$ cat src/rtl/wb_src_arbiter_if.sv
// Bus between the write-back requesters, the source-mux arbiter and the write-back consumer.
// master = arbiter side (drives grant/select/valid/count), slave = requester/consumer side.
interface wb_src_arbiter_if #(
    parameter int N_REQ = 9,
    parameter int SEL_W = 4,
    parameter int CNT_W = 16
);
    logic [N_REQ-1:0] req;
    logic             wb_ready;
    logic [N_REQ-1:0] gnt;
    logic [SEL_W-1:0] sel;
    logic             wb_valid;
    logic [CNT_W-1:0] xfer_count;

    modport master (
        input  req, wb_ready,
        output gnt, sel, wb_valid, xfer_count
    );

    modport slave (
        output req, wb_ready,
        input  gnt, sel, wb_valid, xfer_count
    );
endinterface

$ cat src/rtl/wb_src_arbiter.sv
// Round-robin arbiter for the write-back source multiplexer: registered one-hot grant,
// binary select and valid, held until the consumer accepts; counts completed transfers.
module wb_src_arbiter #(
    parameter int N_REQ = 9,
    parameter int SEL_W = 4,
    parameter int CNT_W = 16
) (
    input  logic             clk,
    input  logic             reset,
    wb_src_arbiter_if.master bus,
    output logic             dbg_busy_o,
    output logic [SEL_W-1:0] dbg_ptr_o
);

    // Handshake: a transfer completes on a rising edge where wb_valid=1 and wb_ready=1.
    // While wb_valid=1 and wb_ready=0, gnt/sel/wb_valid stay put unless the granted req drops.

    typedef enum logic {IDLE, BUSY} state_e;

    state_e           state_q;
    logic [N_REQ-1:0] gnt_q;
    logic [SEL_W-1:0] sel_q;
    logic             valid_q;
    logic [CNT_W-1:0] cnt_q;
    logic [SEL_W-1:0] ptr_q;

    logic [SEL_W-1:0] ptr_d;
    logic [N_REQ-1:0] cand;
    logic [SEL_W-1:0] arb_ptr;
    logic [SEL_W:0]   win;
    logic             win_found;
    logic [SEL_W-1:0] win_idx;
    logic [N_REQ-1:0] gnt_d;

    // First set bit of cand at or above start, wrapping past N_REQ-1 back to 0.
    function automatic logic [SEL_W:0] rr_pick(input logic [N_REQ-1:0] c,
                                               input logic [SEL_W-1:0] start);
        logic [SEL_W:0]   res;
        logic [SEL_W:0]   sum;
        logic [SEL_W-1:0] idx;
        res = '0;
        for (int k = N_REQ - 1; k >= 0; k--) begin
            sum = {1'b0, start} + (SEL_W + 1)'(k);
            if (sum >= (SEL_W + 1)'(N_REQ)) sum = sum - (SEL_W + 1)'(N_REQ);
            idx = sum[SEL_W-1:0];
            if (c[idx]) res = {1'b1, idx};
        end
        return res;
    endfunction

    always_comb begin
        ptr_d = (sel_q == SEL_W'(N_REQ - 1)) ? '0 : sel_q + SEL_W'(1);
        if (state_q == IDLE) begin
            cand    = bus.req;
            arb_ptr = ptr_q;
        end else begin
            // The requester just served is masked for this one re-arbitration.
            cand    = bus.req & ~gnt_q;
            arb_ptr = ptr_d;
        end
        win       = rr_pick(cand, arb_ptr);
        win_found = win[SEL_W];
        win_idx   = win[SEL_W-1:0];
        gnt_d     = N_REQ'(1) << win_idx;
    end

    always_ff @(posedge clk) begin
        if (reset) begin
            state_q <= IDLE;
            gnt_q   <= '0;
            sel_q   <= '0;
            valid_q <= 1'b0;
            cnt_q   <= '0;
            ptr_q   <= '0;
        end else begin
            case (state_q)
                IDLE: begin
                    if (win_found) begin
                        state_q <= BUSY;
                        gnt_q   <= gnt_d;
                        sel_q   <= win_idx;
                        valid_q <= 1'b1;
                    end
                end
                BUSY: begin
                    if (bus.wb_ready) begin
                        cnt_q <= cnt_q + CNT_W'(1);
                        ptr_q <= ptr_d;
                        if (win_found) begin
                            gnt_q <= gnt_d;
                            sel_q <= win_idx;
                        end else begin
                            state_q <= IDLE;
                            gnt_q   <= '0;
                            valid_q <= 1'b0;
                        end
                    end else if ((bus.req & gnt_q) == '0) begin
                        // Granted requester withdrew before acceptance; sel keeps its value.
                        state_q <= IDLE;
                        gnt_q   <= '0;
                        valid_q <= 1'b0;
                    end
                end
                default: begin
                    state_q <= IDLE;
                    gnt_q   <= '0;
                    valid_q <= 1'b0;
                end
            endcase
        end
    end

    assign bus.gnt        = gnt_q;
    assign bus.sel        = sel_q;
    assign bus.wb_valid   = valid_q;
    assign bus.xfer_count = cnt_q;
    assign dbg_busy_o     = (state_q == BUSY);
    assign dbg_ptr_o      = ptr_q;

endmodule
$ cat src/flat_wrapper.sv
// flat-port wrapper written by rule: the top's interface ports become plain ports
module wb_src_arbiter_flat 
#(
    parameter int N_REQ = 9,
    parameter int SEL_W = 4,
    parameter int CNT_W = 16
)
  (clk, reset, dbg_busy_o, dbg_ptr_o, bus_req, bus_wb_ready, bus_gnt, bus_sel, bus_wb_valid, bus_xfer_count);
  wb_src_arbiter_if #(.N_REQ(N_REQ), .SEL_W(SEL_W), .CNT_W(CNT_W)) bus_i ();
  input  logic clk;
  input  logic reset;
  output logic dbg_busy_o;
  output logic [SEL_W-1:0] dbg_ptr_o;
  input wire logic [$bits(bus_i.req)-1:0] bus_req;
  input wire logic [$bits(bus_i.wb_ready)-1:0] bus_wb_ready;
  output wire logic [$bits(bus_i.gnt)-1:0] bus_gnt;
  output wire logic [$bits(bus_i.sel)-1:0] bus_sel;
  output wire logic [$bits(bus_i.wb_valid)-1:0] bus_wb_valid;
  output wire logic [$bits(bus_i.xfer_count)-1:0] bus_xfer_count;
  assign bus_i.req = bus_req;
  assign bus_i.wb_ready = bus_wb_ready;
  assign bus_gnt = bus_i.gnt;
  assign bus_sel = bus_i.sel;
  assign bus_wb_valid = bus_i.wb_valid;
  assign bus_xfer_count = bus_i.xfer_count;
  wb_src_arbiter #(.N_REQ(N_REQ), .SEL_W(SEL_W), .CNT_W(CNT_W)) u_core (.clk(clk), .reset(reset), .bus(bus_i), .dbg_busy_o(dbg_busy_o), .dbg_ptr_o(dbg_ptr_o));
endmodule
$ cat config.mk
export PLATFORM = sky130hd
export DESIGN_NAME = wb_src_arbiter_flat
export DESIGN_NICKNAME = d
export VERILOG_FILES = /design/src/rtl/wb_src_arbiter_if.sv /design/src/rtl/wb_src_arbiter.sv /design/src/flat_wrapper.sv
export SDC_FILE = /design/constraint.sdc
export NUM_CORES = 1
export LEC_CHECK = 0
export CORE_MARGIN = 2
export CORE_UTILIZATION = 58
export CTS_CLUSTER_SIZE = 16
export DETAILED_ROUTE_END_ITERATION = 10
export HOLD_SLACK_MARGIN = 0.02
export PLACE_DENSITY = 0.76
export SYNTH_ARGS = -nofsm -noshare
export SYNTH_HDL_FRONTEND = slang
export SYNTH_SLANG_ARGS = --single-unit
$ cat constraint.sdc
create_clock -name clk -period 10.6 [get_ports clk]
set_input_delay 1.59 -clock clk [delete_from_list [all_inputs] [get_ports clk]]
set_output_delay 1.59 -clock clk [all_outputs]
set_load 0.005 [all_outputs]
==> out/qor.yml <==
power:
  leakage_nw: 2.24
  total_power_mw: 1.90
  p_per_area_mw_per_mm2: 309
  vdd_drop_max_mv: 0.156
drt:
  vias: 6538
  antenna_left: 0
  viasPerCell: 7.36
  first_pass_iters: 7
  drc: 0
  drt-initial-drc-count: 847
  routedWlPerCell_um: 23.3
  wl_um: 20700
timing:
  rsz0062_at_grt: "no"
  worst_pin_slew_ns: 1.20
  slew_headroom_pct: 19.5
  drv_slew: 0
  finalCriticalPeriod_ns: 7.24
  fmax_mhz: 138
  setup_violations: 0
  hold_viol_final: 0
  tns_ns: 0
  finalCritPeriodShare_pct: 68.3
  skew_ns: 0.00678
  setup_ws_ns: 3.36
synth:
  ys.flop_type: "dfxtp_1"
  ys_seq_elements: 35
  async_flop_share_pct: 0
  synth_mux_area_share_pct: 7.23
  synth_top_area_share_pct: 12.6
  synth_xor_area_share_pct: 3.61
  synth_top_family_by_area: "compound AO/OA/AOI/OAI gates"
  yosys.area.top_type: "dfxtp_1"
  synth_area_leaders: "dfxtp_1 13%, ha_1 5.0%, nand2_1 4.3%, nor2_1 4.2%, a21oi_1 4.2%"
  postSynthAreaPerCell_sq_um: 7.49
  synth_nets: 774
  synth-simple-area-share_pct: 28.5
  synth_area_sq_mm: 0.00554
  synthMostInstantiatedCell: "nand2_1"
  synth_cell_types: 106
  synth-compound-area-share_pct: 38.0
  yosysWarnings: 0
  synthTopCellsByCount: "64 x nand2_1, 62 x nor2_1, 46 x a21oi_1"
  syn_inst: 740
  synthAdderAreaFrac_pct: 4.97
  ys_seq_area_share_pct: 12.6
  synth_edf_count: 0
final_layout:
  fillers: 851
  drive_gt1_share_pct: 10.5
  multi_input_area_sq_mm: 0.00456
  layout.nets: 792
  regArea_sq_um: 701
  antenna_cells: 0
  final_cell_count_no_fill: 888
  area_growth_pct: 11.1
place:
  dp_cells: 880
  place_ws_ns: 3.68
  gp_congestion: 1.04
  portBuffers: 46
  dp_hpwl_um: 15500
clock_tree:
  cts_sinks: 35
  clkSlewWorstSetupHoldPaths_ns: 0.08
  cts.path.max_buffers: 2
  cts_root_buf: "clkbuf_8"
  cts_tree: "yes"
  clk_latency_ns: 0.29
  h-tree-depth: 2
  post_cts_buffers: 0
  postCtsHoldBufs: 0
  cts_resized: 0
  cts_buffers: 5
floorplan:
  rows: 35
  pin_count: 47
  die-area_sq_mm: 0.0104
  fp.dieH_um: 102
  initial_core_util_pct: 60.0
  core_sq_mm: 0.00924
  die_w_um: 102
critical_path:
  crit_type: "flip-flop to flip-flop"
  cp_slowest_cell: "ha_1"
  worst_path_largest_cell_delay_ns: 0.86
  rr_worst_depth: 16
  required_ns: 10.82
  cp_max_fo: 26
  crit_chain: "buf_4 > mux2_2 > inv_1 > ha_1 > inv_1 > a2111o_1 > nand3_1 > nand3_1 > nand3_1 > mux4_2 > nor2_1 > nor3_4 > nand4_1 > nand3b_1 > or4_4 > o21ai_2"
  worstSetupStartpointType: "flip-flop"
  cpMostUsedCell: "nand3_1"
  cp.arrival_ns: 7.46
  end_kind: "flip-flop"
global_route:
  grt-ovfl-total: 0
  antenna_found_initial: 0
  grt_usage_pct: 40.2
  grt_pass1_vias: 5980
  grt_pass1_wl_um: 32600
  grt_max_degree: 45
min_path:
  hold_depth: 2
  hold_path_class: "flip-flop to flip-flop"
flow_run:
  max_cap_violations: 0
run_status:
  status: "complete, no violations"
==> worst max-delay path, delay by kind of cell (launching register included) <==
kind | cells | cell delay [ns]
flops | 1 | 0.72
simple gates | 8 | 2.49
compound gates | 2 | 0.56
fa+ha+maj | 1 | 0.86
mux | 2 | 1.13
buf+inv | 3 | 1.40
==> worst paths after layout <==
kind / start / to / slack (ns)
setup / recovery: u_core.dbg_busy_o / u_core.bus.gnt[2] / 3.36
hold / removal: u_core.dbg_ptr_o[1] / u_core.dbg_ptr_o[1] / 0.49
setup reg to reg: u_core.dbg_busy_o / u_core.bus.gnt[2] / 3.36
hold reg to reg: u_core.dbg_ptr_o[1] / u_core.dbg_ptr_o[1] / 0.49
==> sequential cells by signal, indices dropped and copies added, names as in the netlist <==
register,flops
u_core.dbg_ptr_o,4
u_core.bus.sel,4
u_core.bus.xfer_count,16
u_core.bus.gnt,9
u_core.bus.wb_valid,1
u_core.dbg_busy_o,1
==> power by group <==
group,internal [mW],total (mW),leakage (nW),switching (mW)
registers,0.149,0.180,0.285,0.0309
logic,0.565,1.58,1.89,1.02
clock network,0.0938,0.144,0.0644,0.0501
==> per-layer routing <==
metal,vias up,GRT usage [%],wire (um)
met5,-,0,0
met4,0,22.9,1390
met3,125,7.87,2380
met2,477,64.1,9220
met1,3027,50.4,7720
li1,2909,-,-
==> placed cells by master (no fill, tap or decap), types with 6 or more instances in the layout <==
master           synthesis  layout
nand2_1                 64      64
nor2_1                  62      62
a21oi_1                 46      46
clkdlybuf4s50_1          0      46
o21ai_0                 41      41
dfxtp_1                 35      35
nand3_1                 31      31
nor3_1                  27      27
mux2i_1                 22      22
ha_1                    22      22
nand4_1                 20      20
a211oi_1                16      16
inv_1                   16      16
nor2b_1                 15      15
o211ai_1                15      15
xor2_1                  12      12
nand2b_1                11      11
and3_1                   9       9
xnor2_1                  9       9
a21o_1                   8       8
a31oi_1                  8       8
a21bo_2                  8       8
buf_4                    3       8
o2111ai_1                7       7
a21boi_0                 7       7
nand3b_1                 7       7
o31ai_1                  7       7
and2_1                   7       7
a211o_1                  6       6
o22ai_1                  6       6
mux4_2                   6       6
o2bb2ai_1                6       6
==> cells by family (layout without fill, tap and decap cells) <==
group / count (synthesis) / after routing
compound gates: 272 / 272
xor+xnor: 22 / 22
fa+ha+maj: 22 / 22
buf+inv: 63 / 82
flops: 35 / 35
mux: 32 / 32
simple gates: 294 / 294
==> per-stage QoR <==
stage               hold slack (ns)  utilization, %  area (sq um)
CTS                           0.485            66.6          6150
finish                        0.487            66.6          6150
global placement              0.455            65.1          6020
detailed placement            0.474            65.1          6020
floorplan                     0.453               -          5540
global route                  0.504            66.6          6150
==> area by class of cell <==
| cell class | instances | area share [%] |
|---|---|---|
| Inverter | 20 | 1.22 |
| Timing Repair Buffer | 54 | 8.46 |
| Tap cell | 129 | 2.62 |
| Sequential cell | 35 | 11.4 |
| Multi-Input combinational cell | 642 | 74.1 |
| Clock buffer | 5 | 1.12 |
| Clock inverter | 3 | 1.10 |
Note: power is estimated with default switching activity, not from simulation.
